## src/rtl/instr_l1_refill_ctrl.sv

```systemverilog
`default_nettype none
// ============================================================================
// Module   : instr_l1_refill_ctrl
// Brief    : Instruction L1 line refill controller; fetches one line word by
//            word from next-level memory and writes it into the L1 array.
//            Optional REFILL_CRIT_WORD_FIRST_EN starts at the missing word.
// Revision : 1.0 - initial release
// ============================================================================
module instr_l1_refill_ctrl #(
    parameter int LINE_WORDS = 4,
    parameter int ADDR_W     = 16
) (
    input  logic              clk,
    input  logic              rst_n,
    input  logic              miss_valid,
    input  logic [ADDR_W-1:0] miss_addr,
    output logic              miss_ready,
    output logic              mem_req,
    output logic [ADDR_W-1:0] mem_addr,
    input  logic              mem_ack,
    input  logic [ADDR_W-1:0] mem_rdata,
    output logic              l1_wr_en,
    output logic [ADDR_W-1:0] l1_wr_addr,
    output logic [ADDR_W-1:0] l1_wr_data,
    output logic              fetch_stall,
    output logic              refill_done
);

    localparam int c_IDX_W = $clog2(LINE_WORDS);

    typedef enum logic [1:0] {
        IDLE  = 2'd0,
        REQ   = 2'd1,
        WRITE = 2'd2,
        DONE  = 2'd3
    } state_t;

    state_t              r_state;
    state_t              w_nextState;
    logic                r_readyEn;
    logic [ADDR_W-1:0]   r_lineBase;
    logic [c_IDX_W-1:0]  r_index;
    logic [c_IDX_W-1:0]  r_beatCnt;
    logic [ADDR_W-1:0]   r_wordData;

    logic [ADDR_W-1:0]   w_lineMask;
    logic [ADDR_W-1:0]   w_curAddr;
    logic [c_IDX_W-1:0]  w_startOff;
    logic                w_accept;
    logic                w_lastBeat;

    assign w_lineMask = {{(ADDR_W-c_IDX_W){1'b1}}, {c_IDX_W{1'b0}}};
    // Index is confined to the low bits, so the word address never leaves the line.
    assign w_curAddr  = r_lineBase | {{(ADDR_W-c_IDX_W){1'b0}}, r_index};
    assign w_lastBeat = (r_beatCnt == c_IDX_W'(LINE_WORDS-1));
    assign w_accept   = (r_state == IDLE) && miss_valid && miss_ready;

`ifdef REFILL_CRIT_WORD_FIRST_EN
    assign w_startOff = miss_addr[c_IDX_W-1:0];
`else
    assign w_startOff = '0;
`endif

    always_ff @(posedge clk) begin
        if (!rst_n) begin
            r_state <= IDLE;
        end else begin
            r_state <= w_nextState;
        end
    end

    always_comb begin
        w_nextState = r_state;
        miss_ready  = 1'b0;
        mem_req     = 1'b0;
        mem_addr    = '0;
        l1_wr_en    = 1'b0;
        l1_wr_addr  = '0;
        l1_wr_data  = '0;
        fetch_stall = 1'b1;
        refill_done = 1'b0;
        case (r_state)
            IDLE: begin
                // Ready is held low until the first clean edge after reset.
                miss_ready  = r_readyEn;
                fetch_stall = 1'b0;
                if (miss_valid && r_readyEn) begin
                    w_nextState = REQ;
                end
            end
            REQ: begin
                mem_req  = 1'b1;
                mem_addr = w_curAddr;
                if (mem_ack) begin
                    w_nextState = WRITE;
                end
            end
            WRITE: begin
                l1_wr_en    = 1'b1;
                l1_wr_addr  = w_curAddr;
                l1_wr_data  = r_wordData;
                w_nextState = w_lastBeat ? DONE : REQ;
            end
            DONE: begin
                refill_done = 1'b1;
                w_nextState = IDLE;
            end
            default: begin
                w_nextState = IDLE;
            end
        endcase
    end

    always_ff @(posedge clk) begin
        if (!rst_n) begin
            r_readyEn  <= 1'b0;
            r_lineBase <= '0;
            r_index    <= '0;
            r_beatCnt  <= '0;
            r_wordData <= '0;
        end else begin
            r_readyEn <= 1'b1;
            if (w_accept) begin
                r_lineBase <= miss_addr & w_lineMask;
                r_index    <= w_startOff;
                r_beatCnt  <= '0;
            end
            if ((r_state == REQ) && mem_ack) begin
                r_wordData <= mem_rdata;
            end
            if ((r_state == WRITE) && !w_lastBeat) begin
                r_beatCnt <= r_beatCnt + c_IDX_W'(1);
                r_index   <= r_index + c_IDX_W'(1);
            end
        end
    end

endmodule
`default_nettype wire

```

## config.mk

```make
export PLATFORM = sky130hd
export DESIGN_NAME = instr_l1_refill_ctrl
export DESIGN_NICKNAME = d
export VERILOG_FILES = /design/src/rtl/instr_l1_refill_ctrl.sv
export SDC_FILE = /design/constraint.sdc
export NUM_CORES = 1
export LEC_CHECK = 0
export ABC_AREA = 1
export CORE_UTILIZATION = 42
export CTS_CLUSTER_SIZE = 20
export DETAILED_ROUTE_END_ITERATION = 8
export GPL_TIMING_DRIVEN = 0
export PLACE_DENSITY_LB_ADDON = 0.1
export SLEW_MARGIN = 20
export SYNTH_ARGS = -nofsm -noshare
export SYNTH_HDL_FRONTEND = slang
export SYNTH_SLANG_ARGS = --single-unit
```

## constraint.sdc

```tcl
create_clock -name clk -period 2.8 [get_ports clk]
set_input_delay 0.56 -clock clk [delete_from_list [all_inputs] [get_ports clk]]
set_output_delay 0.56 -clock clk [all_outputs]
set_load 0.01 [all_outputs]
```

## After elaboration in Yosys (flattened, before gate mapping)

Cells that the tools add are included.

| storage, ports and cells | value |
|---|---|
| register bits after elaboration | 37 |
| word-level logic and storage cells | 40 |

| cells by class | value |
|---|---|
| $add $sub $neg | 2 |
| equal/unequal tests | 6 |
| muxes and demuxes | 16 |
| bitwise operators | 1 |
| reductions and logical operators | 9 |

Operators by type and width:

| cell | count |
|---|---|
| $mux W16 | 3 |
| $or A16 B2 Y16 | 1 |
| $mux W2 | 6 |
| $pmux W2 S4 | 1 |
| $eq A2 B2 Y1 const B | 3 |
| $mux W1 | 6 |
| $logic_and A1 B1 Y1 | 5 |
| $add A2 B1 Y2 const B | 2 |
| $eq A2 B1 Y1 const B | 1 |
| $logic_not A2 Y1 | 1 |
| $ne A2 B1 Y1 const B | 1 |
| $ne A2 B2 Y1 const B | 1 |
| $reduce_and A2 Y1 | 1 |
| $reduce_bool A2 Y1 | 1 |
| $logic_not A1 Y1 | 1 |

## Logic depth before layout (Yosys ltp)

Gate-level depths: netlist of run 1.

| logic depth | value |
|---|---|
| depth in word-level cells | 5 |
| depth in mapped cells | 7 |
| depth with buffers taken out | 6 |

## Least setup slack after synthesis of run 1

Ideal clock, no wire load.

| timing | value |
|---|---|
| path type | register to output |
| from | reg r_state[1] |
| to | out mem_addr[11] |
| data arrival time | 0.934 ns |
| required time | 2.240 ns |
| slack | 1.306 ns |
| stages on the path, launching flop included | 5 |
| path buffers | 1 |
| cells stage by stage | dfxtp_1 inv_2 nand2_4 clkbuf_1 nor2_1 |

| between the ends | value |
|---|---|
| word-level cells in the longest chain between the ends | 2 |

Ends and longest elaborated chain:

| item | RTL line | source |
|---|---|---|
| start, declared | 38 | `state_t r_state;` |
| start signal, assigned | 68 | `r_state <= w_nextState;` |
| $eq A2 B1 Y1 | 82 | `case (r_state)` |
| $mux W16 | 82 |  |
| end, declared | 19 | `output logic [ADDR_W-1:0] mem_addr,` |

No other way between the ends.

## Worst setup path after layout of run 1

| timing | value |
|---|---|
| from | reg r_state[1] |
| to | out mem_addr[2] |

The elaborated chain is that of the path after synthesis.

==> flow_summary.ini, run 1 <==
[power_and_ir_drop]
clkPwrFrac = 0.373
switching_power_mw = 0.337
power.share.switching = 0.258
gate_power_share = 0.177
internal-power_mw = 0.968
static_leakage_nw = 1.09
pwr_density_cell_nw_per_um2 = 476
power_frac_seq = 0.450
peakVddDrop_mv = 0.373

[logic_synthesis]
synth.largest_area_cell = sky130_fd_sc_hd__dfxtp_1
synth_flop_cell = sky130_fd_sc_hd__dfxtp_1
ys_async_sr_fraction = 0
synthMostInstantiatedCell = sky130_fd_sc_hd__nor2_1
synthesis.nets = 302
synth_cell_types = 17
synth_sequential_area_ratio = 0.436
synth.yosys.warnings = 0
synth.cell_area_um2 = 1700
synth_largest_type_area_fraction = 0.436
postSynthCellCount = 265
synth-edff-count = 0
synth_top_cells_by_area = sky130_fd_sc_hd__dfxtp_1, sky130_fd_sc_hd__nor2_1, sky130_fd_sc_hd__o21ai_0
ys_top_cells_by_count = sky130_fd_sc_hd__nor2_1, sky130_fd_sc_hd__inv_1, sky130_fd_sc_hd__dfxtp_1, sky130_fd_sc_hd__o21ai_0, sky130_fd_sc_hd__nand2_1
syn-mean-instance-area_um2 = 6.41
synth_seq_cells = 37

[clock_tree]
cts.sink_count = 37
cts_made_buffers = 5
post_cts_resized = 0
maximum_clock_insertion_buffer_count = 2
clock_latency_of_the_later_clocked_register_in_the_worst_skew_pair_ns = 0.29
cts_hold_buffers_added = 0
postCtsSetupBuffers = 0
cts_root_buffer = sky130_fd_sc_hd__clkbuf_8
clock_pin_transition_on_the_worst_setup_and_hold_timing_paths_ns = 0.08
cts_htree_levels = 2
cts_tree = yes

[route]
drc = 0
dr.max_layer_used = met4
routed-via-count = 1840
ant_nets = 0
totalWireLength_um = 4340
viasPerCell = 4.52
drt_pre_antenna_iters = 4
wl_met3_um = 283
met2_length_um = 1970
wire_per_inst_um = 10.7
met1_length_um = 2020
drt_iter0_drc = 77

[place]
place.port_buffers = 86
place_hpwl_um = 3230
routability_congestion = 0.809
dp_worst_setup_slack_ns = 0.642

[critical_path]
crit_path_cell_trace = inv_2 -> nand2_4 -> clkbuf_1 -> nor2_1 -> clkdlybuf4s50_1
path_depth = 5
worst-r2r-setup-slack_ns = 1.41
critical_path.top_delay_family = buffers and inverters
end_kind = primary output
critical-path-slowest-cell = sky130_fd_sc_hd__clkdlybuf4s50_1
crit_path_start_kind = flop
criticalPathCategory = flop to primary output
arrival_ns = 1.88
r2r_end = r_lineBase[11]
critPathMaxFanout = 10
timing.critical_path.slowest_cell_delay_ns = 0.49
worstRegToRegCells = 5
buffer_and_inverter_count_on_the_worst_path = 3
startpoint = r_state[1]
timing.critical_path.to = mem_addr[2]
critical_path.reg2reg.startpoint = r_state[1]
timing.critical_path.required_ns = 2.24

[sta]
skew_ns = 0.00508
finalSetupTns_ns = 0
hold_viol_final = 0
post-route-period-util = 0.873
finalSetupViolations = 0
worst_slack_ns = 0.355
grt_setup_unrepaired = no
final-max-slew-violation-count = 0
finalWorstPathRequiredPeriod_ns = 2.44
relSlewSlack = 0.718
worstMarginPinSlew_ns = 0.422
max_freq_mhz = 409

[cells_and_area]
filler_cell_count = 348
final_layout_size_suffix_gt1_frac = 0.0585
antennaDiodeCount = 0
nNetsFinal = 395
areaGrowthSynthToFinish_pct = 61.3
layout.area.seq_um2 = 741
multi_input_comb_area_um2 = 727

[die]
fp.dieW_um = 65.6
die_area_um2 = 4300
coreArea_um2 = 3770
placementRows = 22
floorplan.initialDensity = 0.450
io-pin-count = 89
die_y_um = 65.6

[global_route]
grt_first_pass_wirelength_um = 7420
grt_antenna_before_repair = 0
grt_start_max_net_pins = 13
first_global_vias = 1675
globalRouteTotalUtil = 0.230
globalRouteOverflowTotal = 0

[flow_run]
drv.max_cap_violation_count = 0

[run_status]
status = finished, final reports clean

[hold_path]
holdCritPathClass = flop to flop
## metrics by stage
stage / hold WS [ns] / std cells / total power [mW] / util / area [um2]
floorplan: 0.454 / 265 / 0.719 / - / 1700
global placement: 0.462 / 399 / 0.825 / 0.694 / 2620
detailed placement: 0.471 / 399 / 0.830 / 0.694 / 2620
CTS: 0.488 / 407 / 1.31 / 0.726 / 2740
global route: 0.511 / 407 / 1.37 / 0.726 / 2740
finish: 0.485 / 407 / 1.30 / 0.726 / 2740
## placed cells by master, fill, tap and decap left out, drive strengths merged
cell,instances
nand2,12
ha,1
nor2,117
clkdlybuf4s50,86
dfxtp,37
a21boi,1
nand3,4
a21oi,4
inv,45
buf,7
bufinv,1
clkinvlp,1
o21ai,33
clkbuf,10
## worst min-delay path by stage
stage | start | to | slack [ns] | depth (start not counted)
global placement | r_lineBase[13] | r_lineBase[13] | 0.46 | 2
floorplan | r_lineBase[6] | r_lineBase[6] | 0.45 | 2
detailed placement | r_lineBase[7] | r_lineBase[7] | 0.47 | 2
finish | r_lineBase[7] | r_lineBase[7] | 0.49 | 2
global route | r_lineBase[6] | r_lineBase[6] | 0.51 | 2
CTS | r_lineBase[7] | r_lineBase[7] | 0.49 | 2
## worst reg2reg max path: cells and delay by family (launching register included)
kind            cells  cell delay, ns
compound gates      1            0.22
buf+inv             1            0.22
flops               1            0.37
simple gates        3            0.46
## final cells by class
class / count / share of cell area
plain buffers: 11 / 0.0224
clock buffers: 6 / 0.0302
flip-flops and latches: 37 / 0.270
well taps: 48 / 0.0219
multi-input cells: 172 / 0.265
repair buffers: 86 / 0.314
clock inverters: 2 / 0.0137
inverters: 45 / 0.0617
## metal layers
metal,GRT usage,vias up
li1,-,976
met1,0.267,792
met2,0.389,64
met3,0.0625,8
met4,0.103,0
met5,0,-
## power by group through the flow
stage	Combinational, mW	Sequential (mW)	Clock [mW]
2_1_floorplan	0.125	0.594	0
3_3_place_gp	0.228	0.597	0
3_5_place_dp	0.232	0.599	0
4_1_cts	0.234	0.587	0.490
5_1_grt	0.261	0.592	0.513
6_report	0.232	0.587	0.487
## flip-flops by register name, indices dropped and copies added, names as in the netlist
name	cells
r_readyEn	1
r_state	2
r_beatCnt	2
r_index	2
r_wordData	16
r_lineBase	14
## cells by family (layout without fill, tap and decap cells)
family                     count (synthesis)  count (layout)  synth area share
adders and majority gates                  1               1           0.00737
buffers and inverters                     56             150             0.136
DFF                                       37              37             0.436
and+or+nand+nor                          133             133             0.307
AOI/OAI and AO/OA                         38              38             0.113
Note: power is estimated with default switching activity, not from simulation.
==> inputs of run 2 (changes only) <==
--- a/config.mk
+++ b/config.mk
@@ -5,12 +5,12 @@
 export SDC_FILE = /design/constraint.sdc
 export NUM_CORES = 1
 export LEC_CHECK = 0
-export ABC_AREA = 1
-export CORE_UTILIZATION = 42
-export CTS_CLUSTER_SIZE = 20
+export ABC_AREA = 0
+export CORE_UTILIZATION = 43
 export DETAILED_ROUTE_END_ITERATION = 8
 export GPL_TIMING_DRIVEN = 0
 export PLACE_DENSITY_LB_ADDON = 0.1
+export SKIP_LAST_GASP = 1
 export SLEW_MARGIN = 20
 export SYNTH_ARGS = -nofsm -noshare
 export SYNTH_HDL_FRONTEND = slang
==> run 2 against run 1 <==
Compared with the run above: non-clock buffer count increased by 4; register-to-register slack better by 0.08 ns; cell count shrank 11%; first-iteration DRC count shrank 26%; maximum frequency down 6.2%; sequential share of layout area decreased by 0.87 points; worst setup slack worse by 0.16 ns; largest power group unchanged; power fell by 17%; worst hold slack got worse by 0.031 ns.
==> flow_summary.ini, run 2 <==
[clock_tree]
cts_tree = yes
cts_made_buffers = 5
cts_htree_levels = 2
clock_latency_of_the_later_clocked_register_in_the_worst_skew_pair_ns = 0.28
maximum_clock_insertion_buffer_count = 2
cts_root_buffer = sky130_fd_sc_hd__clkbuf_8
post_cts_resized = 0
cts.sink_count = 37
clock_pin_transition_on_the_worst_setup_and_hold_timing_paths_ns = 0.07
cts_hold_buffers_added = 0
postCtsSetupBuffers = 0

[global_route]
first_global_vias = 1539
globalRouteTotalUtil = 0.204
grt_first_pass_wirelength_um = 6840
globalRouteOverflowTotal = 0
grt_start_max_net_pins = 12
grt_antenna_before_repair = 0

[logic_synthesis]
synthesis.nets = 255
ys_top_cells_by_count = sky130_fd_sc_hd__nand2_1, sky130_fd_sc_hd__and2_1, sky130_fd_sc_hd__dfxtp_1, sky130_fd_sc_hd__a21oi_1, sky130_fd_sc_hd__a21oi_2
synthMostInstantiatedCell = sky130_fd_sc_hd__nand2_1
synth_flop_cell = sky130_fd_sc_hd__dfxtp_1
synth.cell_area_um2 = 1820
syn-mean-instance-area_um2 = 8.37
synth_top_cells_by_area = sky130_fd_sc_hd__dfxtp_1, sky130_fd_sc_hd__and2_1, sky130_fd_sc_hd__nand2_1
synth_seq_cells = 37
synth_largest_type_area_fraction = 0.406
postSynthCellCount = 218
synth_sequential_area_ratio = 0.406
synth.largest_area_cell = sky130_fd_sc_hd__dfxtp_1
synth_cell_types = 34
ys_async_sr_fraction = 0
synth.yosys.warnings = 0
synth-edff-count = 0

[cells_and_area]
filler_cell_count = 364
areaGrowthSynthToFinish_pct = 55.1
antennaDiodeCount = 0
layout.cells.most_common_list = sky130_fd_sc_hd__clkdlybuf4s50_1, sky130_fd_sc_hd__nand2_1, sky130_fd_sc_hd__and2_1
nNetsFinal = 348
final_common_cell = sky130_fd_sc_hd__clkdlybuf4s50_1
reg_top3 = r_wordData x16, r_lineBase x14
largest_register = r_wordData
final_layout_size_suffix_gt1_frac = 0.119
finalNonFillerCells = 362
largest_reg_flops = 16

[critical_path]
crit_path_cell_trace = buf_6 -> nor2b_4 -> clkbuf_1 -> and2_1 -> clkdlybuf4s50_1
critPathMaxFanout = 10
crit_path_start_kind = flop
criticalPathCategory = flop to primary output
critical_path.top_delay_family = buffers and inverters
critical-path-slowest-cell = sky130_fd_sc_hd__clkdlybuf4s50_1
end_kind = primary output
arrival_ns = 2.05
buffer_and_inverter_count_on_the_worst_path = 3
timing.critical_path.required_ns = 2.24
timing.critical_path.slowest_cell_delay_ns = 0.55

[die]
io-pin-count = 89
floorplan.initialDensity = 0.453
die_y_um = 67.1
coreArea_um2 = 4030
placementRows = 23
fp.dieW_um = 67.1
die_area_um2 = 4510

[sta]
hold_viol_final = 0
relSlewSlack = 0.560
skew_ns = 0.00548
finalSetupViolations = 0
grt_setup_unrepaired = no
final-max-slew-violation-count = 0
worstMarginPinSlew_ns = 0.661
max_freq_mhz = 383
finalHoldWorstSlack_ns = 0.454
finalWorstPathRequiredPeriod_ns = 2.61
post-route-period-util = 0.931
finalSetupTns_ns = 0

[route]
wl_met3_um = 279
drt_iter0_drc = 57
ant_nets = 0
drt_pre_antenna_iters = 4
routed-via-count = 1731
viasPerCell = 4.78
totalWireLength_um = 4340
drc = 0
met1_length_um = 1840
met2_length_um = 2150
dr.max_layer_used = met4
wire_per_inst_um = 12.0

[power_and_ir_drop]
pwr_density_cell_nw_per_um2 = 385
peakVddDrop_mv = 0.241
fin_total_pwr_mw = 1.09
static_leakage_nw = 1.04

[hold_path]
holdCritPathClass = flop to flop

[place]
routability_congestion = 0.697
dp_cells = 354
place_hpwl_um = 3320
place.port_buffers = 86

[run_status]
status = finished, final reports clean

[flow_run]
drv.max_cap_violation_count = 0
run 2: cell count changes after synthesis, moves of 2 or more:
cell                      change
sky130_fd_sc_hd__buf_6        +4
sky130_fd_sc_hd__inv_1       -40
sky130_fd_sc_hd__nand3_1      -4
sky130_fd_sc_hd__nor3_1       +2
sky130_fd_sc_hd__buf_2        -2
sky130_fd_sc_hd__a21oi_2     +10
sky130_fd_sc_hd__nand2_1     +48
sky130_fd_sc_hd__o21ai_0     -33
sky130_fd_sc_hd__and2_1      +48
sky130_fd_sc_hd__a21oi_1     +18
sky130_fd_sc_hd__inv_2        -3
sky130_fd_sc_hd__nor2_1     -113
run 2: path summary, 6_finish.rpt:
| check | depth (start not counted) | start | slack, ns | endpoint |
|---|---|---|---|---|
| min reg2reg | 2 | r_wordData[1] | 0.45 | r_wordData[1] |
| max reg2reg | 4 | r_beatCnt[0] | 1.49 | r_beatCnt[0] |
| min | 2 | r_wordData[1] | 0.45 | r_wordData[1] |
| max | 5 | r_state[1] | 0.19 | l1_wr_data[13] |
run 2: cells by family (layout without fill, tap and decap cells):
logic type / after synthesis / in the layout / synth area share
simple gates: 124 / 124 / 0.374
xor+xnor: 1 / 1 / 0.00480
fa+ha+maj: 1 / 1 / 0.00686
flops: 37 / 37 / 0.406
buf+inv: 18 / 112 / 0.0761
compound gates: 37 / 37 / 0.132
run 2: worst reg2reg max path, cell delays in order (launching register included):
cell and delay, ns:
sky130_fd_sc_hd__dfxtp_1 0.34, sky130_fd_sc_hd__ha_1 0.28, sky130_fd_sc_hd__nor3b_4 0.26, sky130_fd_sc_hd__nor2_1 0.09
sky130_fd_sc_hd__a31o_2 0.24
run 2: area by class of cell:
type | instances | area, um2 | area share
buffer | 15 | 128 | 0.0451
clock buffer | 6 | 72.6 | 0.0256
clock inverter | 2 | 10.0 | 0.00354
inverter | 3 | 11.3 | 0.00398
multi-input combinational | 163 | 945 | 0.334
sequential | 37 | 741 | 0.262
tap | 50 | 62.6 | 0.0221
timing repair buffer | 86 | 861 | 0.304
run 2: per-layer routing:
metal  track usage  vias to the layer above
met1         0.233                      780
met3        0.0439                        7
met4        0.0798                        0
met5             0                        -
li1              -                      884
met2         0.368                       60
run 2: per-stage QoR:
step | instance area, um2 | util | setup slack (ns)
after floorplan | 1820 | - | 1.22
after global placement | 2750 | 0.682 | 0.510
after detailed placement | 2750 | 0.682 | 0.480
after CTS | 2830 | 0.702 | 0.165
after global routing | 2830 | 0.702 | 0.0833
final | 2830 | 0.702 | 0.192
run 2: power by group:
group | total, mW | switching, mW | internal, mW
combinational | 0.177 | 0.0775 | 0.0998
clock | 0.352 | 0.179 | 0.172
sequential | 0.560 | 0.0119 | 0.548
total | 1.09 | 0.269 | 0.820
